## src/rtl/axis_pkt_traffic_gen.sv

```systemverilog
// axis_pkt_traffic_gen: AXI-Stream packet generator with INCR/LFSR/CONST/HDR payloads
module axis_pkt_traffic_gen #(
    parameter int DATA_WIDTH = 64,
    parameter int LEN_WIDTH  = 8,
    parameter int GAP_WIDTH  = 8,
    parameter int CNT_WIDTH  = 16
) (
    input  logic                  clk,
    input  logic                  rst,
    input  logic                  start,
    input  logic [1:0]            mode,
    input  logic [LEN_WIDTH-1:0]  pkt_len,
    input  logic [GAP_WIDTH-1:0]  gap_len,
    input  logic [CNT_WIDTH-1:0]  num_pkts,
    input  logic [31:0]           seed,
    output logic [DATA_WIDTH-1:0] axis_tdata,
    output logic                  axis_tvalid,
    output logic                  axis_tlast,
    input  logic                  axis_tready,
    output logic                  busy,
    output logic                  done,
    output logic [CNT_WIDTH-1:0]  pkts_sent
);
    typedef enum logic [1:0] {IDLE, SEND, GAP, FIN} state_t;
    localparam int HW_FULL = CNT_WIDTH + LEN_WIDTH;
    localparam int HW = HW_FULL < DATA_WIDTH ? HW_FULL : DATA_WIDTH;
    state_t                state_q, state_d;
    logic [1:0]            mode_q, mode_d;
    logic [LEN_WIDTH-1:0]  len_q, len_d, beat_q, beat_d;
    logic [GAP_WIDTH-1:0]  gap_q, gap_d, gcnt_q, gcnt_d;
    logic [CNT_WIDTH-1:0]  num_q, num_d, pkts_q, pkts_d;
    logic [31:0]           seed_q, seed_d, cnt_q, cnt_d, lfsr_q, lfsr_d;
    logic                  hs, last;
    logic [HW_FULL-1:0]    hdr;
    logic [DATA_WIDTH-1:0] lfsr_rep;
    assign axis_tvalid = state_q == SEND;
    assign last        = beat_q == len_q - LEN_WIDTH'(1);
    assign axis_tlast  = axis_tvalid && last;
    assign hs          = axis_tvalid && axis_tready;
    assign busy        = state_q == SEND || state_q == GAP;
    assign done        = state_q == FIN;
    assign pkts_sent   = pkts_q;
    assign hdr         = {pkts_q, len_q};
    // State and counter registers; reset overrides start and handshakes
    always_ff @(posedge clk) begin
        if (rst) begin
            state_q <= IDLE;
            mode_q  <= '0;
            len_q   <= '0;
            gap_q   <= '0;
            num_q   <= '0;
            seed_q  <= '0;
            beat_q  <= '0;
            gcnt_q  <= '0;
            cnt_q   <= '0;
            lfsr_q  <= '0;
            pkts_q  <= '0;
        end else begin
            state_q <= state_d;
            mode_q  <= mode_d;
            len_q   <= len_d;
            gap_q   <= gap_d;
            num_q   <= num_d;
            seed_q  <= seed_d;
            beat_q  <= beat_d;
            gcnt_q  <= gcnt_d;
            cnt_q   <= cnt_d;
            lfsr_q  <= lfsr_d;
            pkts_q  <= pkts_d;
        end
    end
    // Next-state logic: config latched in IDLE, pattern state advances only on handshakes
    always_comb begin
        state_d = state_q;
        mode_d  = mode_q;
        len_d   = len_q;
        gap_d   = gap_q;
        num_d   = num_q;
        seed_d  = seed_q;
        beat_d  = beat_q;
        gcnt_d  = gcnt_q;
        cnt_d   = cnt_q;
        lfsr_d  = lfsr_q;
        pkts_d  = pkts_q;
        case (state_q)
            IDLE: if (start) begin
                mode_d  = mode;
                len_d   = pkt_len == '0 ? LEN_WIDTH'(1) : pkt_len;
                gap_d   = gap_len;
                num_d   = num_pkts;
                seed_d  = seed;
                beat_d  = '0;
                cnt_d   = '0;
                lfsr_d  = seed;
                pkts_d  = '0;
                state_d = num_pkts != '0 ? SEND : FIN;
            end
            SEND: if (hs) begin
                cnt_d  = cnt_q + 32'd1;
                lfsr_d = {lfsr_q[30:0], ~(lfsr_q[31] ^ lfsr_q[21] ^ lfsr_q[1] ^ lfsr_q[0])};
                beat_d = last ? '0 : beat_q + LEN_WIDTH'(1);
                if (last) begin
                    pkts_d  = pkts_q + CNT_WIDTH'(1);
                    gcnt_d  = gap_q - GAP_WIDTH'(1);
                    state_d = pkts_d == num_q ? FIN : gap_q == '0 ? SEND : GAP;
                end
            end
            GAP: begin
                gcnt_d  = gcnt_q - GAP_WIDTH'(1);
                state_d = gcnt_q == '0 ? SEND : GAP;
            end
            default: state_d = IDLE;
        endcase
    end
    // Payload selection; zero whenever no beat is being offered
    always_comb begin
        for (int i = 0; i < DATA_WIDTH; i++) lfsr_rep[i] = lfsr_q[i[4:0]];
        axis_tdata = '0;
        if (state_q == SEND) begin
            if (mode_q == 2'd0) axis_tdata[31:0] = cnt_q;
            else if (mode_q == 2'd1) axis_tdata = lfsr_rep;
            else if (mode_q == 2'd2) axis_tdata[31:0] = seed_q;
            else if (beat_q == '0) axis_tdata[HW-1:0] = hdr[HW-1:0];
            else axis_tdata[LEN_WIDTH-1:0] = beat_q;
        end
    end
endmodule

```

## config.mk

```make
export PLATFORM = sky130hd
export DESIGN_NAME = axis_pkt_traffic_gen
export DESIGN_NICKNAME = d
export VERILOG_FILES = /design/src/rtl/axis_pkt_traffic_gen.sv
export SDC_FILE = /design/constraint.sdc
export NUM_CORES = 1
export LEC_CHECK = 0
export CORE_AREA = 4 4 143 145
export CTS_BUF_LIST = sky130_fd_sc_hd__clkbuf_8
export DETAILED_ROUTE_END_ITERATION = 6
export DIE_AREA = 0 0 147 149
export PLACE_DENSITY = 0.77
export RECOVER_POWER = 50
export SETUP_SLACK_MARGIN = 0.15
export SYNTH_ARGS = -nofsm -noshare
export SYNTH_HDL_FRONTEND = slang
export SYNTH_SLANG_ARGS = --single-unit
```

## constraint.sdc

```tcl
create_clock -name clk -period 2.6 [get_ports clk]
set_input_delay 0.78 -clock clk [delete_from_list [all_inputs] [get_ports clk]]
set_output_delay 0.78 -clock clk [all_outputs]
set_load 0.01 [all_outputs]
```

After elaboration in Yosys (flattened, before gate mapping)
Cells that the tools add are included.
{"block": "totals", "register_bits": 164, "inputBits": 70, "out_inout_bits": 84, "word_cells": 83}
{"block": "op_classes", "n_addsub": 6, "n_eq_ne": 10, "n_mux": 35, "bitwise": 4, "reduce_logical": 17}
{"cell": "2-to-1 mux 32 bit", "count": 8}
{"cell": "one-hot mux 32 bit (2 select lines)", "count": 2}
{"cell": "2-to-1 mux 16 bit", "count": 4}
{"cell": "2-to-1 mux 64 bit", "count": 1}
{"cell": "2-to-1 mux 8 bit", "count": 8}
{"cell": "adder 32 x 1 -> 32 bit (second input constant)", "count": 1}
{"cell": "logical NOT 8 bit", "count": 4}
{"cell": "one-hot mux 16 bit (2 select lines)", "count": 1}
{"cell": "one-hot mux 8 bit (2 select lines)", "count": 2}
{"cell": "2-to-1 mux 24 bit", "count": 1}
{"cell": "subtractor 8 x 1 -> 8 bit (second input constant)", "count": 3}
{"cell": "adder 16 x 1 -> 16 bit (second input constant)", "count": 1}
{"cell": "equality test 16 bit", "count": 1}
{"cell": "nonzero test 16 bit", "count": 1}
{"cell": "2-to-1 mux 2 bit", "count": 7}
{"cell": "AND reduction 3 bit", "count": 3}
{"cell": "adder 8 x 1 -> 8 bit (second input constant)", "count": 1}
{"cell": "equality test 8 bit", "count": 1}
{"cell": "equality test 2 bit (second input constant)", "count": 3}
{"cell": "one-hot mux 2 bit (3 select lines)", "count": 1}
{"cell": "equality test 2 x 1 -> 1 bit (second input constant)", "count": 2}
{"cell": "logical NOT 2 bit", "count": 2}
{"cell": "inequality test 2 x 1 -> 1 bit (second input constant)", "count": 2}
{"cell": "AND reduction 4 bit", "count": 1}
{"cell": "7 further kinds", "count": 11}

Logic depth before layout (Yosys ltp)
Gate-level depths: netlist of run 1.
{"block": "logic_depth", "word_depth": 6, "mapped_depth": 12, "mapped_depth_nobuf": 10}

Worst setup path after synthesis of run 1
No wires, ideal clock.
{"block": "synth_path", "path_type": "flip-flop to output port", "start": "reg beat_q[3]", "end": "out axis_tdata[3]", "arrival_time_ns": 1.996, "slack_ns": -0.176, "path_stages_with_launch": 10, "path_buffers": 3, "path_cell_list": "dfxtp_1 -> buf_2 -> nor4_1 -> and4b_1 -> clkbuf_1 -> clkbuf_1 -> a21oi_1 -> nand2_1 -> o21ai_0 -> a211oi_1"}
{"block": "synth_via", "elab_chain_cells": 6}
{"item": "start, declared", "line_no": "29", "source": "logic [LEN_WIDTH-1:0] len_q, len_d, beat_q, beat_d;"}
{"item": "start signal, assigned", "line_no": "65", "source": "beat_q <= beat_d;"}
{"item": "logical NOT 8 bit", "line_no": "123", "source": "else if (beat_q == '0) axis_tdata[HW-1:0] = hdr[HW-1:0];"}
{"item": "2-to-1 mux 8 bit (*)", "line_no": "123"}
{"item": "2-to-1 mux 24 bit (*)", "line_no": "122", "source": "else if (mode_q == 2'd2) axis_tdata[31:0] = seed_q;"}
{"item": "2-to-1 mux 32 bit (*)", "line_no": "121", "source": "else if (mode_q == 2'd1) axis_tdata = lfsr_rep;"}
{"item": "2-to-1 mux 32 bit (*)", "line_no": "120", "source": "if (mode_q == 2'd0) axis_tdata[31:0] = cnt_q;"}
{"item": "2-to-1 mux 64 bit (*)", "line_no": "119", "source": "if (state_q == SEND) begin"}
{"item": "end, declared", "line_no": "16", "source": "output logic [DATA_WIDTH-1:0] axis_tdata,"}
Every way passes the cells marked *; elsewhere a longest branch is shown, timed or not.

Worst setup path in the final report of run 1
{"block": "layout_path", "start": "reg beat_q[4]", "end": "out axis_tdata[11]"}
{"block": "layout_via", "elab_chain_cells": 6}
{"item": "logical NOT 8 bit", "line_no": "123"}
{"item": "2-to-1 mux 16 bit", "line_no": "123"}
{"item": "2-to-1 mux 24 bit", "line_no": "122"}
{"item": "2-to-1 mux 32 bit", "line_no": "121"}
{"item": "2-to-1 mux 32 bit", "line_no": "120"}
{"item": "2-to-1 mux 64 bit", "line_no": "119"}
No other way between the ends.

==> flow_summary_export.csv, run 1 <==
group,metric,value,unit
global_route,grt_use_total,0.2907,
clock_network,cts_root_buf,"clkbuf_8",
die,core,19210,µm²
finish,insertedDiodeCount,0,
power,clock_power_share,0.186,
drt,drtIter0Drc,1071,
critical_path,reg2reg_slack,-340,ps
clock_network,clk_pin_slew_worst_paths,90,ps
logic_synthesis,synth_cell_types,65,
timing,clock_skew,12.53,ps
power,power_density,799.5,nW/µm²
clock_network,cts_tree,"yes",
timing,finalSetupViolCount,130,
logic_synthesis,syn_area,9435,µm²
clock_network,postCtsHoldBufs,0,
power,pwr-share-seq,0.316,
drt,vias_per_cell,5.871,
outcome,violations,"setup timing",
power,p_leak,5.190,nW
die,num_rows,51,
timing,fmax,0.3162,GHz
critical_path,arrival,2380,ps
drt,post_drt_wl_per_cell,19.51,µm
power,swShare,0.4219,
finish,area_growth,44.34,%
finish,final_cell_mix,"nand2_1, dfxtp_1, buf_4",
placed_design,routabilityCongestion,0.9418,
worst_hold_path,holdPathStages,2,
global_route,grt_pass1_vias,9838,
finish,fin_nets,1578,
logic_synthesis,yosysWarnings,0,
global_route,grt_pass1_wl,51560,µm
clock_network,cts_sinks,164,
timing,min_period,3162,ps
outcome,status,"finished, violations left",
placed_design,dpl-instance-area,12010,µm²
drt,drc,0,
die,fp.dieH,149,µm
power,p_total,10.89,mW
placed_design,portBuffers,153,
critical_path,crit_fanout,7,
clock_network,cts_buffers,17,
logic_synthesis,synth_edf_count,0,
drt,met2_length,16360,µm
logic_synthesis,syn-num-nets,1311,
finish,nFillCells,1423,
power,power_frac_comb,0.499,
drt,postRouteAntennaNets,0,
worst_hold_path,hp-class,"reg2reg",
finish,finalInstanceArea,13620,µm²
power,peakVddDrop,0.5366,mV
drt,vias,10420,
drt,dr_wl_met3,2880,µm
timing,rsz0062_at_grt,"true",
clock_network,clk_latency,470,ps
timing,slew_headroom,0.3924,
drt,highest_layer,"met4",
power,p_int,6.295,mW
drt,first_pass_iters,5,
timing,finalSetupTns,-27320,ps
logic_synthesis,synthCells,1231,
finish,drive_gt1_frac,0.2861,
global_route,antenna_found_initial,0,
critical_path,worst-setup-path-type,"reg2out",
critical_path,critPathRequiredTime,1820,ps
die,ios,154,
timing,final-max-slew-violation-count,0,
critical_path,cp-start-kind,"flop",
timing,setup_ws,-562.2,ps
die,dieArea,21900,µm²
critical_path,rr_worst_depth,11,
global_route,gr-total-overflow,0,
drt,wirelength,34630,µm
logic_synthesis,syn_avg_cell_area,7.665,µm²
die,die_w,147,µm
placed_design,post-place-cells,1671,
logic_synthesis,ys_async_sr_fraction,0,
drt,wl_met1,14050,µm
timing,min_period_over_period,1.216,
logic_synthesis,seq_area_frac_synth,0.3480,
global_route,grt_max_degree,44,
placed_design,dp_hpwl,22320,µm
critical_path,cp-end-kind,"output pin",
run,drv_cap,0,
finish,final_common_cell,"nand2_1",
power,switchingPower,4.594,mW
clock_network,cts_buffer_depth,2,
logic_synthesis,ys_ff_latch,164,
clock_network,h-tree-depth,4,
timing,tightest_slew,911.4,ps
timing,hold_violations,0,
logic_synthesis,yosys_most_used_dff,"dfxtp_1",
finish,final_cells,1775,
die,initial_core_util,0.4912,
[cell usage after synthesis (4+ instances only)]
cell type / instances / area [µm²]
inv_1: 23 / 86.33
nand4_1: 19 / 118.9
a311oi_1: 19 / 166.4
buf_6: 4 / 45.04
mux2i_1: 49 / 490.5
a211oi_1: 60 / 450.4
xor2_1: 36 / 315.3
o31ai_1: 5 / 37.54
and3_1: 11 / 68.82
a21oi_1: 108 / 540.5
nor4_1: 13 / 81.33
o31a_1: 4 / 35.03
dfxtp_1: 164 / 3283
or3_1: 11 / 68.82
clkbuf_1: 70 / 262.8
nand2b_1: 19 / 118.9
nor3_1: 17 / 85.08
ha_1: 10 / 125.1
and2_1: 42 / 262.8
buf_1: 15 / 56.30
nor3b_1: 5 / 37.54
nand3_1: 44 / 220.2
and4_1: 6 / 52.55
o21ai_0: 46 / 230.2
nor2b_1: 27 / 168.9
buf_2: 7 / 35.03
xnor2_1: 30 / 262.8
nand2_1: 184 / 690.7
a31oi_1: 13 / 81.33
nor2_1: 117 / 439.2
[routing by layer]
| layer | up-vias | track usage |
|---|---|---|
| li1 | 4871 | - |
| met1 | 4927 | 0.3748 |
| met2 | 534 | 0.4752 |
| met3 | 89 | 0.06199 |
| met4 | 0 | 0.1179 |
| met5 | - | 0.02045 |
[power groups by stage]
stage               logic [mW]  clock network [mW]  registers, mW
detailed placement        4.52                   0           3.44
global route              5.83                2.14           3.49
finish                    5.43                2.02           3.44
CTS                       5.07                2.02           3.40
floorplan                 3.04                   0           3.29
global placement          4.43                   0           3.42
[cells by family (layout without fill, tap and decap cells)]
kind of cell,count (synthesis),after routing,share of synthesized area
AO/OA/AOI/OAI,285,285,0.1902
XOR/XNOR,66,66,0.06126
adder cells (fa/ha/maj),10,10,0.01326
buffers and inverters,121,400,0.05264
flip-flops,164,164,0.3480
multiplexers,52,52,0.05914
AND/OR/NAND/NOR,533,533,0.2756
[final timing paths]
path,end,startpoint
max reg2reg,cnt_q[29]$_SDFFE_PP0P_,state_q[1]$_SDFFE_PP0P_
min,seed_q[17]$_SDFFE_PP0P_,seed_q[17]$_SDFFE_PP0P_
max,axis_tdata[11],beat_q[4]$_SDFFE_PP0P_
min reg2reg,seed_q[17]$_SDFFE_PP0P_,seed_q[17]$_SDFFE_PP0P_
[flip-flops by register name, summed over array words and instances, names as in the netlist]
name / cells
cnt_q: 32
pkts_sent: 16
state_q: 2
len_q: 8
seed_q: 32
lfsr_q: 32
mode_q: 2
gcnt_q: 8
num_q: 16
beat_q: 8
gap_q: 8
[worst max-delay path, cell delays in order, from the launching register on]
cell and delay [ps]:
dfxtp_2 350, nor4_4 270, and4b_2 310, buf_8 160
buf_6 120, nand3_2 80, a311oi_1 410, buf_2 210
[layout make-up]
cell class	instances	area (µm²)	share of cell area
tap	265	331.6	0.02435
inverter	24	93.84	0.006890
timing repair buffer	345	3267	0.2399
sequential	164	3328	0.2444
clock buffer	18	247.7	0.01819
clock inverter	13	172.7	0.01268
multi-input combinational	946	6178	0.4537
[per-stage QoR]
stage	worst slack (ps)	util	hold slack, ps
after floorplan	122.2	-	433.1
after global placement	-307.2	0.6251	439.9
after detailed placement	-362.8	0.6251	446.9
after CTS	-483.3	0.6835	459.2
after global routing	-628.1	0.7091	479.7
final	-562.2	0.7091	462.2
[repair_timing]
action                                  4_1_cts  5_1_grt
gates cloned                                  5        3
resized for setup                           418       98
setup buffers                                45       20
endpoints found under the setup margin       94      105
pin swaps                                    50       25
Note: power is estimated with default switching activity, not from simulation.
==> inputs of run 2 (changes only) <==
Settings changed: CTS_CLUSTER_DIAMETER set to 80, TNS_END_PERCENT set to 5.
==> flow_summary_export.csv, run 2 (synthesis gave the netlist of run 1 again) <==
group,metric,value,unit
timing,min_period,3092,ps
timing,hold_violations,0,
clock_network,cts_sinks,164,
critical_path,crit_fanout,3,
finish,utilization,0.6533,
clock_network,h-tree-depth,4,
critical_path,cp-end-kind,"output pin",
clock_network,postCtsHoldBufs,0,
global_route,grt_pass1_wl,49580,µm
finish,fin_nets,1518,
drt,vias,9945,
critical_path,worst-setup-path-type,"reg2out",
global_route,grt_use_total,0.2780,
timing,clock_skew,23.50,ps
timing,fmax,0.3234,GHz
drt,drtIter0Drc,965,
timing,tightest_slew,1004,ps
timing,holdWs,462.3,ps
global_route,gr-total-overflow,0,
finish,final_common_cell,"nand2_1",
timing,finalSetupViolCount,81,
placed_design,pre_cts_slack,-468.3,ps
timing,min_period_over_period,1.189,
drt,wirelength,30950,µm
die,dieArea,21900,µm²
timing,slew_headroom,0.3307,
drt,drc,1,
finish,drive_gt1_frac,0.2185,
power,power_density,809.2,nW/µm²
critical_path,cp-start-kind,"flop",
finish,final_cells,1716,
placed_design,dp_hpwl,22270,µm
die,num_rows,51,
die,initial_core_util,0.4912,
timing,final-max-slew-violation-count,0,
die,die_w,147,µm
clock_network,clk_pin_slew_worst_paths,100,ps
power,p_leak,4.804,nW
global_route,grt_most_used_layer,"met2",
global_route,grt_max_degree,54,
clock_network,cts_root_buf,"clkbuf_8",
die,fp.dieH,149,µm
critical_path,arrival,2310,ps
power,peakVddDrop,0.4391,mV
global_route,antenna_found_initial,0,
drt,postRouteAntennaNets,0,
placed_design,post-place-cells,1675,
global_route,grt_use_met2,0.4720,
timing,rsz0062_at_grt,"true",
timing,setup_ws,-491.8,ps
global_route,grt_use_met3,0.05834,
finish,area_growth,32.99,%
clock_network,cts_buffers,17,
drt,vias_per_cell,5.795,
die,core,19210,µm²
finish,insertedDiodeCount,0,
finish,largestRegisters,"cnt_q x32, lfsr_q x32, seed_q x32",
placed_design,routabilityCongestion,0.9055,
clock_network,cts_tree,"yes",
clock_network,clk_latency,480,ps
outcome,status,"finished, violations left",
drt,first_pass_iters,7,
global_route,grt_pass1_vias,9610,
outcome,violations,"DRC, setup timing",
worst_hold_path,hp-class,"reg2reg",
clock_network,cts_buffer_depth,2,
drt,post_drt_wl_per_cell,18.03,µm
run,drv_cap,0,
placed_design,portBuffers,153,
critical_path,critPathRequiredTime,1820,ps
global_route,grt_util_met1,0.3563,
finish,final_cell_mix,"nand2_1, dfxtp_1, nor2_1",
die,ios,154,
power,p_total,10.15,mW
## run 2: cell count changes in the layout (fill, tap and decap cells not counted), sizes merged
cell / change
and4b: +1
buf: -58
bufbuf: -2
clkbuf: -5
clkdlybuf4s15: +2
clkinv: +1
clkinvlp: -5
dlygate4sd2: +1
inv: +6
## run 2: metal layers
layer	wire length, µm	part of all wire
met5	0	0
met4	692	0.022
met3	2304	0.074
met2	14830	0.48
met1	13120	0.42
## run 2: path summary, 6_finish.rpt
check                           cells past startpoint               startpoint                      end  slack [ps]
worst min-delay path                                2  seed_q[28]$_SDFFE_PP0P_  seed_q[28]$_SDFFE_PP0P_         460
worst max register to register                      9  state_q[1]$_SDFFE_PP0P_  lfsr_q[14]$_SDFFE_PP0P_         -50
worst max-delay path                                7   beat_q[7]$_SDFFE_PP0P_            axis_tdata[1]        -490
worst min register to register                      2  seed_q[28]$_SDFFE_PP0P_  seed_q[28]$_SDFFE_PP0P_         460
## run 2: through the flow
stage	setup TNS (ps)	cell area, µm²
after global routing	-28370	12550
final	-13910	12550
after detailed placement	-12310	12040
after CTS	-10240	12420
after global placement	-11140	12040
after floorplan	0	9559
## run 2: timing repair
item                                    in CTS  in global routing
buffers inserted                             8                  0
pin swaps                                   28                 15
gates cloned                                 1                  0
endpoints found under the setup margin      87                 88
resized for setup                          299                 67
## run 2: critical path, stage by stage (launching register included)
cell     delay [ps]
dfxtp_2         340
nor4_4          280
and4b_2         320
buf_6           120
o21ai_2          40
mux4_2          450
and2_4          170
buf_6           110
## run 2: report_power, final
part	switching, mW	internal, mW	total, mW
clock	1.07	0.984	2.05
combinational	2.75	1.93	4.69
sequential	0.457	2.96	3.41
## run 2: layout make-up
| cell class | instances | area [µm²] |
|---|---|---|
| clock inverters | 15 | 196.4 |
| fillers | 1641 | 6659 |
| inverters | 24 | 90.09 |
| repair buffers | 284 | 2426 |
| clock buffers | 17 | 234.0 |
| multi-input cells | 947 | 5962 |
| well taps | 265 | 331.6 |
| flip-flops and latches | 164 | 3308 |
